--- src/rtl/spi_tx_engine_if.sv ---
//----------------------------------------------------------------------------
// spi_tx_engine_if : request/serial bundle between a client and spi_tx_engine
// Revision 1.0
//----------------------------------------------------------------------------
`default_nettype none

interface spi_tx_engine_if #(
  parameter int DATA_W = 8
);
  logic              CPOL;
  logic              CPHA;
  logic [DATA_W-1:0] tx_data;
  logic              tx_start;
  logic              tx_busy;
  logic              tx_done;
  logic              SCLK;
  logic              MOSI;
  logic              CS_n;

  // master issues transfer requests; slave is the engine driving the SPI pins
  modport master (
    output CPOL, CPHA, tx_data, tx_start,
    input  tx_busy, tx_done, SCLK, MOSI, CS_n
  );

  modport slave (
    input  CPOL, CPHA, tx_data, tx_start,
    output tx_busy, tx_done, SCLK, MOSI, CS_n
  );
endinterface

`default_nettype wire

--- src/rtl/spi_tx_engine.sv ---
//----------------------------------------------------------------------------
// spi_tx_engine : SPI master transmit half, MSB-first, any CPOL/CPHA mode
// Revision 1.0
//----------------------------------------------------------------------------
`default_nettype none

module spi_tx_engine #(
  parameter int DATA_W  = 8,
  parameter int CLK_DIV = 4
) (
  input  wire logic      clk_ext,
  input  wire logic      reset_n,
  spi_tx_engine_if.slave bus
);

  localparam int DIV_W  = $clog2(CLK_DIV + 1);
  localparam int EDGE_W = $clog2(2 * DATA_W + 1);
  localparam logic [DIV_W-1:0]  C_DIV_LAST  = DIV_W'(CLK_DIV - 1);
  localparam logic [EDGE_W-1:0] C_EDGE_LAST = EDGE_W'(2 * DATA_W - 2);

  typedef enum logic [1:0] {
    S_IDLE  = 2'd0,
    S_SETUP = 2'd1,
    S_SHIFT = 2'd2,
    S_HOLD  = 2'd3
  } state_t;

  state_t            state_q, state_d;
  logic [DIV_W-1:0]  div_q,   div_d;
  logic [EDGE_W-1:0] edge_q,  edge_d;
  logic [DATA_W-1:0] shreg_q, shreg_d;
  logic              cpol_q,  cpol_d;
  logic              cpha_q,  cpha_d;
  logic              sclk_q,  sclk_d;
  logic              mosi_q,  mosi_d;
  logic              cs_n_q,  cs_n_d;
  logic              busy_q,  busy_d;
  logic              done_q,  done_d;
  logic              div_end;
  logic              launch;

  always_ff @(posedge clk_ext or negedge reset_n) begin
    if (!reset_n) begin
      state_q <= S_IDLE;
      div_q   <= '0;
      edge_q  <= '0;
      shreg_q <= '0;
      cpol_q  <= 1'b1;
      cpha_q  <= 1'b0;
      sclk_q  <= 1'b1;
      mosi_q  <= 1'b0;
      cs_n_q  <= 1'b1;
      busy_q  <= 1'b0;
      done_q  <= 1'b0;
    end else begin
      state_q <= state_d;
      div_q   <= div_d;
      edge_q  <= edge_d;
      shreg_q <= shreg_d;
      cpol_q  <= cpol_d;
      cpha_q  <= cpha_d;
      sclk_q  <= sclk_d;
      mosi_q  <= mosi_d;
      cs_n_q  <= cs_n_d;
      busy_q  <= busy_d;
      done_q  <= done_d;
    end
  end

  always_comb begin
    state_d = state_q;
    div_d   = div_q;
    edge_d  = edge_q;
    shreg_d = shreg_q;
    cpol_d  = cpol_q;
    cpha_d  = cpha_q;
    sclk_d  = sclk_q;
    mosi_d  = mosi_q;
    cs_n_d  = cs_n_q;
    busy_d  = busy_q;
    done_d  = 1'b0;
    launch  = 1'b0;
    div_end = (div_q == C_DIV_LAST);

    unique case (state_q)
      S_IDLE: begin
        sclk_d = bus.CPOL;
        mosi_d = 1'b0;
        div_d  = '0;
        edge_d = '0;
        if (bus.tx_start) begin
          cpol_d  = bus.CPOL;
          cpha_d  = bus.CPHA;
          cs_n_d  = 1'b0;
          busy_d  = 1'b1;
          state_d = S_SETUP;
          // CPHA=0 presents the MSB before the first (sampling) edge
          if (!bus.CPHA) begin
            mosi_d  = bus.tx_data[DATA_W-1];
            shreg_d = bus.tx_data << 1;
          end else begin
            shreg_d = bus.tx_data;
          end
        end
      end

      S_SETUP: begin
        div_d = div_q + 1'b1;
        if (div_end) begin
          div_d   = '0;
          edge_d  = '0;
          sclk_d  = ~sclk_q;
          state_d = S_SHIFT;
          launch  = cpha_q;
        end
      end

      S_SHIFT: begin
        div_d = div_q + 1'b1;
        if (div_end) begin
          div_d  = '0;
          sclk_d = ~sclk_q;
          // edge_q counts edges taken inside SHIFT; edge number is edge_q+2
          if (cpha_q) begin
            launch = edge_q[0];
          end else begin
            launch = ~edge_q[0] && (edge_q != C_EDGE_LAST);
          end
          if (edge_q == C_EDGE_LAST) begin
            edge_d  = '0;
            state_d = S_HOLD;
          end else begin
            edge_d = edge_q + 1'b1;
          end
        end
      end

      S_HOLD: begin
        div_d = div_q + 1'b1;
        if (div_end) begin
          div_d   = '0;
          state_d = S_IDLE;
          cs_n_d  = 1'b1;
          busy_d  = 1'b0;
          done_d  = 1'b1;
          mosi_d  = 1'b0;
          sclk_d  = cpol_q;
        end
      end

      default: begin
        state_d = S_IDLE;
      end
    endcase

    if (launch) begin
      mosi_d  = shreg_q[DATA_W-1];
      shreg_d = shreg_q << 1;
    end
  end

  assign bus.SCLK    = sclk_q;
  assign bus.MOSI    = mosi_q;
  assign bus.CS_n    = cs_n_q;
  assign bus.tx_busy = busy_q;
  assign bus.tx_done = done_q;

endmodule

`default_nettype wire

--- src/flat_wrapper.sv ---
// flat-port wrapper written by rule: the top's interface ports become plain ports
module spi_tx_engine_flat 
#(
  parameter int DATA_W  = 8,
  parameter int CLK_DIV = 4
)
  (clk_ext, reset_n, bus_CPOL, bus_CPHA, bus_tx_data, bus_tx_start, bus_tx_busy, bus_tx_done, bus_SCLK, bus_MOSI, bus_CS_n);
  spi_tx_engine_if #(.DATA_W(DATA_W)) bus_i ();
  input  wire logic clk_ext;
  input  wire logic reset_n;
  input wire logic [$bits(bus_i.CPOL)-1:0] bus_CPOL;
  input wire logic [$bits(bus_i.CPHA)-1:0] bus_CPHA;
  input wire logic [$bits(bus_i.tx_data)-1:0] bus_tx_data;
  input wire logic [$bits(bus_i.tx_start)-1:0] bus_tx_start;
  output wire logic [$bits(bus_i.tx_busy)-1:0] bus_tx_busy;
  output wire logic [$bits(bus_i.tx_done)-1:0] bus_tx_done;
  output wire logic [$bits(bus_i.SCLK)-1:0] bus_SCLK;
  output wire logic [$bits(bus_i.MOSI)-1:0] bus_MOSI;
  output wire logic [$bits(bus_i.CS_n)-1:0] bus_CS_n;
  assign bus_i.CPOL = bus_CPOL;
  assign bus_i.CPHA = bus_CPHA;
  assign bus_i.tx_data = bus_tx_data;
  assign bus_i.tx_start = bus_tx_start;
  assign bus_tx_busy = bus_i.tx_busy;
  assign bus_tx_done = bus_i.tx_done;
  assign bus_SCLK = bus_i.SCLK;
  assign bus_MOSI = bus_i.MOSI;
  assign bus_CS_n = bus_i.CS_n;
  spi_tx_engine #(.DATA_W(DATA_W), .CLK_DIV(CLK_DIV)) u_core (.clk_ext(clk_ext), .reset_n(reset_n), .bus(bus_i));
endmodule
--- config.mk ---
export PLATFORM = sky130hd
export DESIGN_NAME = spi_tx_engine_flat
export DESIGN_NICKNAME = d
export VERILOG_FILES = /design/src/rtl/spi_tx_engine_if.sv /design/src/rtl/spi_tx_engine.sv /design/src/flat_wrapper.sv
export SDC_FILE = /design/constraint.sdc
export NUM_CORES = 1
export LEC_CHECK = 0
export BUFFER_PORTS_ARGS = -buffer_cell sky130_fd_sc_hd__clkbuf_2
export CAP_MARGIN = 10
export CORE_ASPECT_RATIO = 1.75
export CORE_MARGIN = 4
export CORE_UTILIZATION = 61
export DETAILED_ROUTE_END_ITERATION = 6
export GPL_ROUTABILITY_DRIVEN = 1
export PLACE_DENSITY = 0.85
export SETUP_SLACK_MARGIN = 0.5
export SLEW_MARGIN = 20
export SYNTH_ARGS = -nofsm -noshare
export SYNTH_HDL_FRONTEND = slang
export SYNTH_SLANG_ARGS = --single-unit
export TNS_END_PERCENT = 50
--- constraint.sdc ---
create_clock -name clk_ext -period 6.2 [get_ports clk_ext]
set_input_delay 0.93 -clock clk_ext [delete_from_list [all_inputs] [get_ports clk_ext]]
set_output_delay 0.93 -clock clk_ext [all_outputs]
set_load 0.02 [all_outputs]
Word-level counts from Yosys, hierarchy flattened:

Cells that the tools add are included.
W data, S select, Z words.

* add/subtract/negate cells: 2
* equality and inequality tests: 13
* muxes and demuxes: 35
* bitwise logic cells: 2
* reduce and logical (&&, ||, !) cells: 16

Operators with widths (count)
* $mux W8: 4
* $mux W5: 3
* $pmux W5 S3: 1
* $mux W1: 14
* $mux W2: 5
* $ne A2 B1 Y1 const B: 5
* $pmux W1 S2: 4
* $pmux W2 S4: 1
* $reduce_and A2 Y1: 4
* $pmux W3 S2: 1
* $reduce_and A3 Y1: 2
* $reduce_bool A2 Y1: 3
* $reduce_bool A3 Y1: 2
* $add A5 B1 Y5 const B: 1
* $eq A5 B4 Y1 const B: 1
* $ne A5 B4 Y1 const B: 1
* $reduce_and A5 Y1: 1
* $eq A2 B2 Y1 const B: 2
* $add A3 B1 Y3 const B: 1
* $eq A3 B2 Y1 const B: 1
* $mux W3: 1
* $ne A3 B1 Y1 const B: 1
* $pmux W1 S3: 1
* $reduce_or A3 Y1: 1
* 6 further kinds: 7

* register bits: 25
* input bits: 13
* output and inout port bits: 5
* logic and storage cells: 79

Longest topological paths before layout:

* depth in word-level cells: 7
* depth in mapped cells: 7
* mapped depth without buffers: 6

Worst setup path before layout:

No wires, ideal clock.

* path type: register to register
* start point: register u_core.edge_q[0]
* end point: register u_core.shreg_q[1]
* library setup time: 125 ps
* data arrival time: 1949 ps
* required time: 6075 ps
* setup slack: 4127 ps
* stages on the path, launching flop included: 7
* buffers on the path: 0
* period minus slack after synthesis: 2073 ps
* cell sequence: dfrtp_1 -> inv_1 -> ha_1 -> and4b_4 -> or3_4 -> a211oi_4 -> mux2_2

* cells in the longest elaborated chain, start to end: 7
* elaborated cells between the ends (all ways): 10
* those cells by class: eq/ne: 1; mux: 4; bitwise: 1; reduce/logical: 4

Ends and longest elaborated chain
* start, declared: line spi_tx_engine.sv:30 `logic [EDGE_W-1:0] edge_q, edge_d;`
* start signal, assigned: line spi_tx_engine.sv:58 `edge_q <= edge_d;`
* $ne A5 B4 Y1 / $not A1 Y1 (equally long branches): line spi_tx_engine.sv:127 `launch = ~edge_q[0] && (edge_q != C_EDGE_LAST);`
* $logic_and A1 B1 Y1: line spi_tx_engine.sv:127
* $mux W1 (*): line spi_tx_engine.sv:124 `if (cpha_q) begin`
* $mux W1 (*): line spi_tx_engine.sv:120 `if (div_end) begin`
* $pmux W1 S2 (*): line spi_tx_engine.sv:85 `unique case (state_q)`
* $reduce_bool A2 Y1 (no line)
* $reduce_and A2 Y1 (no line)
* end signal, assigned: line spi_tx_engine.sv:59 `shreg_q <= shreg_d;`
* end, declared: line spi_tx_engine.sv:31 `logic [DATA_W-1:0] shreg_q, shreg_d;`

Every way passes the cells marked *; elsewhere a longest branch is shown, timed or not.
A chain may end at the register's enable or synchronous reset.

Worst setup path after layout:

* start point: register u_core.edge_q[0]
* end point: register u_core.shreg_q[7]

The elaborated chain is that of the path after synthesis.

==> impl_metrics.yaml <==
route:
  wl_per_cell_um: 14.9
  drc: 0
  route.vias.total: 1104
  drt_pass1_iterations: 4
  via_density_per_instance: 6.13
  drtAntennaViolNets: 0
  routed_wl_mm: 2.67
  detailedRoute.firstIterationViolations: 36
power_and_ir_drop:
  ir_drop_v: 0.000250
  pd_cells_mw_per_mm2: 461
  p_leak_nw: 0.708
worst_setup_path:
  setup.worst_path.start_class: "register"
  nature_of_the_critical_path_endpoint: "register"
  worstSetupPathType: "register to register"
  arrival_ns: 2.50
  timing.rr.start: "u_core.edge_q[0]"
  setup.reg_to_reg.worst_slack_ns: 3.91
  timing.critical_path.fanout_max: 8
  ff2ff_path_depth: 6
  r2r_end: "u_core.shreg_q[7]"
  timing.critical_path.required_ns: 6.42
sta:
  final-setup-viol-count: 0
  tns_ns: 0
  final_min_period_over_clock_period: 0.369
  postLayoutSetupSlackWorst_ns: 3.91
  achievable-frequency_mhz: 437
  max_slew.worst_pin.slew_ns: 0.612
  max-slew-margin-rel: 0.592
  fin_worst_hold_slack_ns: 0.455
  report.final.slew_viol_count: 0
  worst_clock_skew_ns: 0.00258
  layout_min_cycle_time_ns: 2.29
  grt_setup_unrepaired: "no"
  hold_violations: 0
clock_tree:
  clock_insertion_delay_worst_skew_ns: 0.32
  clock_tree.root_cell: "clkbuf_4"
  cts_buffers: 3
  worst_setup_hold_path_clk_slew_ns: 0.13
  cts_repair_resize_count: 0
  max-clock-path-buffers: 2
  post_cts.repair.setup_buffers: 0
  clock_sinks: 25
  clock_tree_from_tritoncts: "yes"
  post_cts_hold_buffer_count: 0
  cts.htree.levels: 1
synth:
  syn-instance-count: 140
  synth.net_count: 161
  yosys.cell_types.count: 34
  post_synth_instance_area_mm2: 0.00141
  synth.ff_latch_count: 25
  seq_area_frac_synth: 0.445
  yosysWarningCount: 0
  synth_area_per_cell_um2: 10.1
worst_hold_path:
  holdCritStartpoint: "u_core.div_q[0]"
  timing.hold.worst_endpoint: "u_core.div_q[0]"
  timing.hold.worst_path_depth: 1
  worst_hold_path_type: "register to register"
grt:
  number_of_global_route_vias_before_repair: 1173
  grt_max_degree: 26
  groute.usage.overall: 0.192
  initial_antenna_violation_count: 0
  grt_pass1_wl_mm: 4.73
  gr-total-overflow: 0
place:
  post-place-ws_ns: 3.93
  dpl_cell_area_mm2: 0.00151
  place.detailed.hpwl_mm: 2.13
  placement.io_buffers: 17
  gp_congestion: 0.892
finish:
  drive_above_1_share: 0.250
  finish.utilization: 0.716
  area_delta_synth_final_pct: 8.67
  design_area_mm2: 0.00154
  multi_input_comb_area_um2: 739
  n_antenna_cell: 0
  regArea_um2: 629
  fillCellCount: 161
  finalNetCount: 178
floorplanning:
  fp-row-count: 22
  die_height_um: 71.7
  floorplan.core_area_mm2: 0.00215
  die_width_um: 44.4
  design.portCount: 18
  dieArea_mm2: 0.00318
  initial_core_util: 0.659
flow_run:
  timing.max_cap.violations: 0
run_status:
  outcome: "complete, no violations"
[logic make-up after synthesis]
family,Yosys count,share of synthesized area
and+or+nand+nor,42,0.165
AOI/OAI and AO/OA,36,0.158
DFF,25,0.445
muxes,17,0.128
buffers and inverters,12,0.0319
adders and majority gates,8,0.0708
[critical path, stage by stage (launching register included)]
cell	delay (ns)
dfrtp_1	0.45
inv_1	0.07
ha_1	0.21
and4b_4	0.22
or3_4	0.39
a211oi_4	0.45
mux2_2	0.39
[Yosys cell counts]
| library cell | n | area (um2) |
|---|---|---|
| o22ai_1 | 1 | 6.26 |
| inv_1 | 7 | 26.3 |
| o32ai_1 | 1 | 8.76 |
| and4b_4 | 1 | 13.8 |
| nand3_1 | 3 | 15.0 |
| and2b_2 | 1 | 8.76 |
| o211ai_1 | 3 | 22.5 |
| nand4_1 | 1 | 6.26 |
| a21oi_1 | 10 | 50.1 |
| or2_2 | 1 | 6.26 |
| nand2_1 | 15 | 56.3 |
| or3_4 | 1 | 11.3 |
| o21bai_1 | 1 | 7.51 |
| a22oi_1 | 1 | 7.51 |
| nor2_1 | 4 | 15.0 |
| nor3_1 | 1 | 5.00 |
| and2_1 | 1 | 6.26 |
| dfrtp_1 | 22 | 551 |
| nor4bb_1 | 1 | 10.0 |
| ha_1 | 8 | 100 |
| a211o_2 | 1 | 10.0 |
| o21ai_0 | 15 | 75.1 |
| nor2b_1 | 1 | 6.26 |
| dfstp_2 | 3 | 78.8 |
| nor3b_1 | 3 | 22.5 |
| nand2b_1 | 6 | 37.5 |
| mux2i_1 | 8 | 80.1 |
| and2_2 | 1 | 7.51 |
| a211oi_4 | 1 | 20.0 |
| mux2_2 | 9 | 101 |
| a211oi_1 | 1 | 7.51 |
| or3_1 | 1 | 6.26 |
| o31a_1 | 1 | 8.76 |
| clkbuf_1 | 5 | 18.8 |
[how the worst max path moves through the flow]
stage	startpoint	cells past startpoint	slack [ns]	end
6_report	u_core.edge_q[0]	6	3.91	u_core.shreg_q[7]
5_1_grt	u_core.edge_q[0]	6	3.83	u_core.shreg_q[7]
4_1_cts	u_core.edge_q[0]	6	3.91	u_core.shreg_q[7]
3_5_place_dp	u_core.edge_q[0]	6	3.93	u_core.shreg_q[7]
3_3_place_gp	u_core.edge_q[0]	6	4.02	u_core.shreg_q[1]
2_1_floorplan	u_core.edge_q[0]	6	4.13	u_core.shreg_q[1]
[metrics by stage]
step / instances / power [mW]
2_1_floorplan: 140 / 0.549
3_3_place_gp: 176 / 0.614
3_5_place_dp: 176 / 0.638
4_1_cts: 180 / 0.710
5_1_grt: 180 / 0.771
6_report: 180 / 0.708
[sequential cells by signal, indices dropped and copies added, names as in the netlist]
| signal | flops |
|---|---|
| u_core.bus.tx_busy | 1 |
| u_core.cpha_q | 1 |
| u_core.div_q | 3 |
| u_core.bus.tx_done | 1 |
| u_core.bus.MOSI | 1 |
| u_core.edge_q | 5 |
| u_core.bus.CS_n | 1 |
| u_core.shreg_q | 8 |
| u_core.bus.SCLK | 1 |
| u_core.state_q | 2 |
| u_core.cpol_q | 1 |
[routing by layer]
metal	track usage	up-vias	part of all wire
met2	0.367	18	0.57
li1	-	530	-
met4	0.0906	0	0.017
met5	0	-	0
met1	0.196	550	0.38
met3	0.0201	6	0.033
[power by group]
part | switching (mW) | total [mW] | internal (mW) | leakage (nW)
Combinational | 0.211 | 0.364 | 0.153 | 0.382
Clock | 0.0472 | 0.0724 | 0.0252 | 0.0150
Sequential | 0.0413 | 0.272 | 0.230 | 0.311
Total | 0.300 | 0.708 | 0.408 | 0.708
[cells in the final DEF, fill, tap and decap left out, types with 3 or more instances in the layout]
cell type and instances:
clkbuf_4 3, mux2i_1 8, nand2_1 15, nand2b_1 6, dfrtp_1 22, inv_1 7
a21oi_1 10, dfstp_2 3, nand3_1 3, mux2_2 9, nor3b_1 3, o211ai_1 3
ha_1 8, o21ai_0 15, clkbuf_2 17, nor2_1 4
[cell type report]
cell class	count	share of cell area
Clock buffer	4	0.0171
Inverter	7	0.0171
Multi-Input combinational cell	103	0.481
Sequential cell	25	0.410
Tap cell	24	0.0195
Timing Repair Buffer	17	0.0554
Note: power is estimated with default switching activity, not from simulation.
